File: config.mk
export PLATFORM = sky130hd
export DESIGN_NAME = branch_target_predictor
export DESIGN_NICKNAME = d
export VERILOG_FILES = /design/src/rtl/branch_target_predictor.sv
export SDC_FILE = /design/constraint.sdc
export NUM_CORES = 1
export LEC_CHECK = 0
export ABC_AREA = 1
export ABC_CLOCK_PERIOD_IN_PS = 3000
export BUFFER_PORTS_ARGS = -buffer_cell sky130_fd_sc_hd__clkbuf_2
export CORE_MARGIN = 2
export CORE_UTILIZATION = 47
export DETAILED_ROUTE_END_ITERATION = 16
export GPL_TIMING_DRIVEN = 0
export PLACE_DENSITY = 0.66
export RECOVER_POWER = 100
export SLEW_MARGIN = 10
export SYNTH_ARGS = -nofsm -noshare
export SYNTH_HDL_FRONTEND = slang
export SYNTH_SLANG_ARGS = --single-unit
File: constraint.sdc
create_clock -name clk -period 3 [get_ports clk]
set_clock_uncertainty 0.1 [all_clocks]
set_input_delay 0.15 -clock clk [delete_from_list [all_inputs] [get_ports clk]]
set_output_delay 0.15 -clock clk [all_outputs]
set_load 0.01 [all_outputs]
File: src/rtl/branch_target_predictor.sv
// rtl/branch_target_predictor.sv - direct-mapped BTB with 2-bit counters, mispredict flush/redirect
//
// Purpose: fetch-side branch predictor. Looks up fetch_pc combinationally to
// produce pred_hit/spec_taken/pred_next_pc. Execute-stage resolution
// (upd_*) trains the table at the next posedge and raises a same-cycle
// flush/redirect_pc on mispredict.
//
// Ports:
//   clk, rst                 clock, synchronous active-high reset
//   fetch_pc                 PC being fetched
//   pred_hit                 valid entry with matching tag for fetch_pc
//   spec_taken               predicted taken
//   pred_next_pc             predicted next PC
//   upd_valid                execute stage holds a valid instruction
//   upd_is_branch            that instruction is a branch/jump
//   upd_pc                   its PC
//   upd_taken, upd_target    resolved direction and taken target
//   upd_spec_taken           prediction carried down the pipe
//   upd_pred_next            predicted next PC carried down the pipe
//   flush, redirect_pc       mispredict squash and correct next PC
//   mispredict_count         saturating mispredict counter
module branch_target_predictor #(
  parameter int         INDEX_W  = 3,
  parameter logic [1:0] CTR_INIT = 2'b10
) (
  input  logic        clk,
  input  logic        rst,
  input  logic [15:0] fetch_pc,
  output logic        pred_hit,
  output logic        spec_taken,
  output logic [15:0] pred_next_pc,
  input  logic        upd_valid,
  input  logic        upd_is_branch,
  input  logic [15:0] upd_pc,
  input  logic        upd_taken,
  input  logic [15:0] upd_target,
  input  logic        upd_spec_taken,
  input  logic [15:0] upd_pred_next,
  output logic        flush,
  output logic [15:0] redirect_pc,
  output logic [15:0] mispredict_count
);

  localparam int ENTRIES = 1 << INDEX_W;
  localparam int TAG_W   = 16 - INDEX_W;

  logic              valid_q  [ENTRIES];
  logic [TAG_W-1:0]  tag_q    [ENTRIES];
  logic [15:0]       target_q [ENTRIES];
  logic [1:0]        ctr_q    [ENTRIES];

  logic [INDEX_W-1:0] fidx;
  logic [TAG_W-1:0]   ftag;
  logic [INDEX_W-1:0] ui;
  logic [TAG_W-1:0]   ut;
  logic               upd_hit;
  logic [15:0]        upd_seq;
  logic [15:0]        actual_next;

  // upd_spec_taken is implied by upd_pred_next; the comparison on the full
  // next PC already covers direction errors.
  logic unused_spec;
  assign unused_spec = upd_spec_taken;

  // Lookup reads registered state only, so a same-cycle update to the same
  // index is not visible until the following cycle.
  always_comb begin
    fidx         = fetch_pc[INDEX_W-1:0];
    ftag         = fetch_pc[15:INDEX_W];
    pred_hit     = ~rst & valid_q[fidx] & (tag_q[fidx] == ftag);
    spec_taken   = pred_hit & ctr_q[fidx][1];
    pred_next_pc = spec_taken ? target_q[fidx] : fetch_pc + 16'd1;
  end

  always_comb begin
    ui          = upd_pc[INDEX_W-1:0];
    ut          = upd_pc[15:INDEX_W];
    upd_hit     = valid_q[ui] & (tag_q[ui] == ut);
    upd_seq     = upd_pc + 16'd1;
    // A non-branch always falls through, whatever upd_taken says.
    actual_next = (upd_is_branch & upd_taken) ? upd_target : upd_seq;
    flush       = ~rst & upd_valid & (upd_pred_next != actual_next);
    redirect_pc = flush ? actual_next : upd_seq;
  end

  always_ff @(posedge clk) begin
    if (rst) begin
      for (int i = 0; i < ENTRIES; i++) begin
        valid_q[i]  <= 1'b0;
        tag_q[i]    <= '0;
        target_q[i] <= '0;
        ctr_q[i]    <= '0;
      end
      mispredict_count <= '0;
    end else begin
      if (flush && mispredict_count != 16'hFFFF) begin
        mispredict_count <= mispredict_count + 16'd1;
      end
      if (upd_valid) begin
        if (upd_is_branch) begin
          if (upd_hit) begin
            if (upd_taken) begin
              target_q[ui] <= upd_target;
              if (ctr_q[ui] != 2'd3) ctr_q[ui] <= ctr_q[ui] + 2'd1;
            end else if (ctr_q[ui] != 2'd0) begin
              ctr_q[ui] <= ctr_q[ui] - 2'd1;
            end
          end else if (upd_taken) begin
            // Allocation replaces whatever aliased entry held this index.
            valid_q[ui]  <= 1'b1;
            tag_q[ui]    <= ut;
            target_q[ui] <= upd_target;
            ctr_q[ui]    <= CTR_INIT;
          end
        end else if (upd_hit) begin
          valid_q[ui] <= 1'b0;
        end
      end
    end
  end

endmodule

After elaboration in Yosys (flattened, before gate mapping)
Memory sizes are Yosys's and may differ from the RTL's.
Index checks and enable logic that the tools add are counted.
{"block": "word_totals", "elab_cells": 84, "mem_count": 4, "ramBits": 256, "output_inout_bits": 51, "reg_bits": 16}
{"name": "target_q", "words": 8, "word_bits": 16, "rd": 1, "rd_ports_with_merged_regs": 0, "write_ports": 8, "line": "49", "rtl": "logic [15:0] target_q [ENTRIES];"}
{"name": "tag_q", "words": 8, "word_bits": 13, "rd": 2, "rd_ports_with_merged_regs": 0, "write_ports": 8, "line": "48", "rtl": "logic [TAG_W-1:0] tag_q [ENTRIES];"}
{"name": "ctr_q", "words": 8, "word_bits": 2, "rd": 2, "rd_ports_with_merged_regs": 0, "write_ports": 8, "line": "50", "rtl": "logic [1:0] ctr_q [ENTRIES];"}
{"name": "valid_q", "words": 8, "word_bits": 1, "rd": 2, "rd_ports_with_merged_regs": 0, "write_ports": 8, "line": "47", "rtl": "logic valid_q [ENTRIES];"}
{"block": "classes", "n_addsub": 5, "n_mux": 51, "bitwise_logic": 12, "reduce_logical": 6, "n_eq_ne": 5}
{"cell": "$mux W16", "n": 5}
{"cell": "$add A16 B1 Y16 const B", "n": 3}
{"cell": "$mux W1", "n": 38}
{"cell": "$eq A13 B13 Y1", "n": 2}
{"cell": "$ne A16 B16 Y1", "n": 1}
{"cell": "$ne A16 B16 Y1 const B", "n": 1}
{"cell": "$reduce_or A16 Y1", "n": 1}
{"cell": "$mux W13", "n": 1}
{"cell": "$reduce_or A13 Y1", "n": 1}
{"cell": "$mux W3", "n": 4}
{"cell": "$and A1 B1 Y1", "n": 7}
{"cell": "$mux W2", "n": 3}
{"cell": "$or A1 B1 Y1", "n": 4}
{"cell": "$add A2 B1 Y2 const B", "n": 1}
{"cell": "$ne A2 B2 Y1 const B", "n": 1}
{"cell": "$reduce_bool A2 Y1", "n": 1}
{"cell": "$reduce_or A2 Y1", "n": 1}
{"cell": "$sub A2 B1 Y2 const B", "n": 1}
{"cell": "$logic_and A1 B1 Y1", "n": 1}
{"cell": "$not A1 Y1", "n": 1}
{"cell": "$reduce_or A1 Y1", "n": 1}

Logic depth before layout (Yosys ltp)
An unclocked memory read counts as a cell.
{"block": "depth", "ltp_word": 13, "depth_mapped": 21, "depth_no_buf": 19}

Worst setup path after synthesis
No wires, ideal clock.
{"block": "synth_path", "kind": "in2reg", "startpoint": "input upd_pc[0]", "endpoint": "memory tag_q[0][0] (netlist name), enable pin", "setup_time_ps": 356, "required_time_ps": 2544, "stages": 19, "arrival_time_ps": 2016, "setup_slack_ps": 529, "path_cell_list": "buf_6 buf_6 buf_6 o21ai_1 nand2_1 nand2_1 nand2_1 nand2_1 nand2_1 nand2_1 nor2_1 nand2_1 nor2_2 nand2_2 inv_2 nor2_4 nand2_1 buf_2 nand2_1"}
{"item": "start, declared", "line": "34", "rtl": "input logic [15:0] upd_pc,"}
{"item": "end, declared", "line": "48"}

==> impl_metrics.csv <==
group,metric,value,unit
outcome,status,"finished clean",
power_and_ir_drop,p_per_area,511.5,nW/um2
yosys,synth_seq_area_share,50.85,%
timing,finalCritPeriodShare,98.15,%
grt,grt_max_degree,17,
timing,hold_ws,0.008809,ns
power_and_ir_drop,p_seq_share,46.8,%
clock_network,clockBufferDepth,3,
final_layout,mostFrequentLayoutCell,"nand2_1",
clock_network,insertion_delay,0.57,ns
timing,final.setup.tns,0,ns
floorplan,rows,67,
clock_network,clkTransAtPathRegs,0.06,ns
timing,rsz0062_at_grt,"true",
placed_design,gp_congestion,0.9596,
route,drt-initial-drc-count,1748,
power_and_ir_drop,vdd_drop_max,0.3789,mV
floorplan,die_area,34980,um2
critical_path,ff2ff_path_depth,17,
critical_path,rrSetupSlack,0.06,ns
clock_network,tritoncts,"yes",
timing,fmax,0.3396,GHz
power_and_ir_drop,internal_power,6.742,mW
yosys,yosysTopAreaCell,"edfxtp_1",
critical_path,cp-end-kind,"flop",
critical_path,critical_path.n_buffers_inverters,3,
grt,grt_pass1_vias,14570,
clock_network,cts_made_buffers,30,
final_layout,fillers,3162,
critical_path,cp_slowest_stage_delay,0.33,ns
route,dr.pass1.iters,6,
route,wl_per_cell,22.22,um
critical_path,cp.arrival,3.10,ns
route,antenna_left,0,
yosys,syn_avg_cell_area,7.846,um2
grt,overflow,0,
final_layout,area_growth,16.81,%
critical_path,critPathLaunch,"tag_q[2][12]$_SDFFCE_PN0P_",
final_layout,final_nets,2246,
final_layout,fin_util,55.27,%
placed_design,dp_hpwl,42.53,mm
yosys,yosys.area_share.simple,29.19,%
hold_path,hold_path_depth,3,
placed_design,portBuffers,117,
critical_path,worst-path-max-fanout,13,
timing,slew_headroom,20.76,%
critical_path,start_kind,"flop",
yosys,synth_top_family_by_area,"simple AND/OR/NAND/NOR gates",
placed_design,place_ws,-1.106,ns
timing,fin_crit,2.945,ns
timing,setup_slack,0.05541,ns
power_and_ir_drop,netSwitchingFraction,28.33,%
yosys,synth_edf_count,256,
yosys,ys_ff_latch,272,
clock_network,cts_max_level,1,
timing,setup_violations,0,
yosys,synth_xor_area_share,1.891,%
route,drc,0,
yosys,async_flop_share,0,%
critical_path,reg2reg_from,"tag_q[2][12]$_SDFFCE_PN0P_",
yosys,synth_top_area_share,48.82,%
yosys,synthMuxAreaShare,0,%
flow_run,drv_cap,0,
power_and_ir_drop,p_sw,2.665,mW
yosys,synthAdderAreaFrac,0.2384,%
floorplan,start_util,47.31,%
timing,final-max-slew-violation-count,0,
yosys,synth_compound_area_share,10.70,%
clock_network,clock_sinks,272,
route,via_count,15320,
hold_path,hp-class,"in2reg",
clock_network,cts-root-buf,"clkbuf_16",
critical_path,critical_path.top_delay_family,"simple AND/OR/NAND/NOR gates",
yosys,synth_area_leaders,"edfxtp_1 49%, nand2_1 13%, nor2_1 9.2%, o21ai_0 5.3%, nand3_1 3.5%",
critical_path,r2r-end,"tag_q[5][11]$_SDFFCE_PN0P_",
hold_path,min_to,"target_q[6][9]$_SDFFCE_PN0P_",
critical_path,crit_path_frequent_cell,"nand2_1",
critical_path,criticalPathCategory,"reg2reg",
yosys,yosysWarnings,0,
grt,grt_usage,33.05,%
grt,grt_pass1_wl,87.44,mm
power_and_ir_drop,clockPowerShare,37.8,%
final_layout,layout_common_cells,"514 x nand2_1, 373 x nor2_1, 256 x edfxtp_1",
power_and_ir_drop,comb_power_share,15.4,%
final_layout,drive_above_1_share,15.17,%
floorplan,ios,121,
yosys,synth_cells,2007,
yosys,netlist_area,15750,um2
hold_path,min-delay-start,"upd_target[9]",
floorplan,die_x,187.0,um
yosys,yosys_most_used_dff,"edfxtp_1",
yosys,synth_nets,2080,
grt,grt_antenna_before_repair,0,
route,vias_per_cell,5.792,
floorplan,die_y,187.0,um
timing,tightest_slew,1.189,ns
power_and_ir_drop,totalPowerFinal,9.407,mW
critical_path,crit_path_cell_trace,"inv_1 -> o21ai_0 -> nand2_1 -> nand2_1 -> nand2_1 -> nand2_1 -> nand2_1 -> nand2_1 -> nor2_1 -> nand2_1 -> nor2_2 -> nand2_2 -> inv_2 -> nor2_4 -> nand2_2 -> buf_6 -> nand2_4",
route,wl,58.74,mm
power_and_ir_drop,total_leakage_power,7.828,nW
floorplan,core_area,33280,um2
timing,hold_viol,0,
yosys,yosysUniqueCellTypes,41,
critical_path,worstPathRequired,3.15,ns
critical_path,crit_slowest_cell,"edfxtp_1",
-- power by group through the flow --
stage	logic, mW	clock network (mW)	registers [mW]
2_1_floorplan	0.787	0	4.46
3_3_place_gp	1.31	0	4.48
3_5_place_dp	1.32	0	4.48
4_1_cts	1.36	3.56	4.40
5_1_grt	1.55	3.70	4.42
6_report	1.45	3.56	4.41
-- sequential cells by signal (all words and copies together), names as in the netlist --
signal / flops
mispredict_count: 16
tag_q: 104
ctr_q: 16
valid_q: 8
target_q: 128
-- cell families (layout without fill, tap and decap cells) --
kind of cell,after synthesis,in the layout
compound gates,309,309
xor+xnor,34,34
fa+ha+maj,3,3
buf+inv,267,454
flops,272,272
other cells,0,1
simple gates,1122,1123
-- per-layer routing --
layer	routed length (um)	GRT usage (%)
met5	0	0
met4	2506	13.58
met3	6335	6.604
met2	26090	51.13
met1	23810	45.62
-- metrics by stage --
step           std cells  area [um2]
2_1_floorplan       2007       15750
3_3_place_gp        2572       16890
3_5_place_dp        2572       16890
4_1_cts             2637       18060
5_1_grt             2643       18390
6_report            2644       18390
-- layout make-up --
type                       instances  area [um2]  share of cell area, %
antenna                            1       2.502                0.01361
multi-input combinational       1469        6945                  37.76
sequential                       272        8008                  43.54
clock buffer                      39       784.5                  4.265
buffer                           104       626.9                  3.408
inverter                         163       625.6                  3.401
timing repair buffer             133       705.7                  3.837
clock inverter                    15       133.9                 0.7279
tap                              448       560.5                  3.048
-- how the worst max path moves through the flow --
stage                                             to  slack, ns  cells after the start
after detailed placement   tag_q[7][3]$_SDFFCE_PN0P_      -1.11                     20
final                     tag_q[5][11]$_SDFFCE_PN0P_       0.06                     17
after CTS                            pred_next_pc[2]      0.001                     16
after global routing                 pred_next_pc[7]      -0.05                     14
after floorplan            tag_q[0][0]$_SDFFCE_PN0P_       0.53                     19
after global placement    tag_q[7][10]$_SDFFCE_PN0P_      -1.02                     20
-- synth_stat cells (all sizes together), types with 2 or more instances --
| cell | instances |
|---|---|
| nand3b | 5 |
| nor3 | 11 |
| xnor2 | 8 |
| o211ai | 12 |
| nor2 | 396 |
| o22ai | 20 |
| nand3 | 114 |
| a32o | 12 |
| buf | 51 |
| dfxtp | 16 |
| edfxtp | 256 |
| nand2 | 552 |
| nor4 | 3 |
| clkbuf | 53 |
| a21oi | 76 |
| clkinv | 24 |
| xor2 | 26 |
| and2 | 2 |
| or2 | 3 |
| o221ai | 4 |
| inv | 139 |
| ha | 3 |
| nand4 | 35 |
| o21ai | 182 |
-- worst min-delay path, cell delays in order --
cell	delay, ns
clkbuf_2	0.08
clkinv_1	0.20
nor2_1	0.08
-- timing repair --
action / 4_1_cts / 5_1_grt
hold endpoints to repair: 65 / 0
gates cloned: 1 / 1
resized for setup: 60 / 141
hold buffers: 9 / 0
setup buffers: 1 / 5
endpoints found under the setup margin: 132 / 166
pin swaps: 4 / 32
Note: power is estimated with default switching activity, not from simulation.
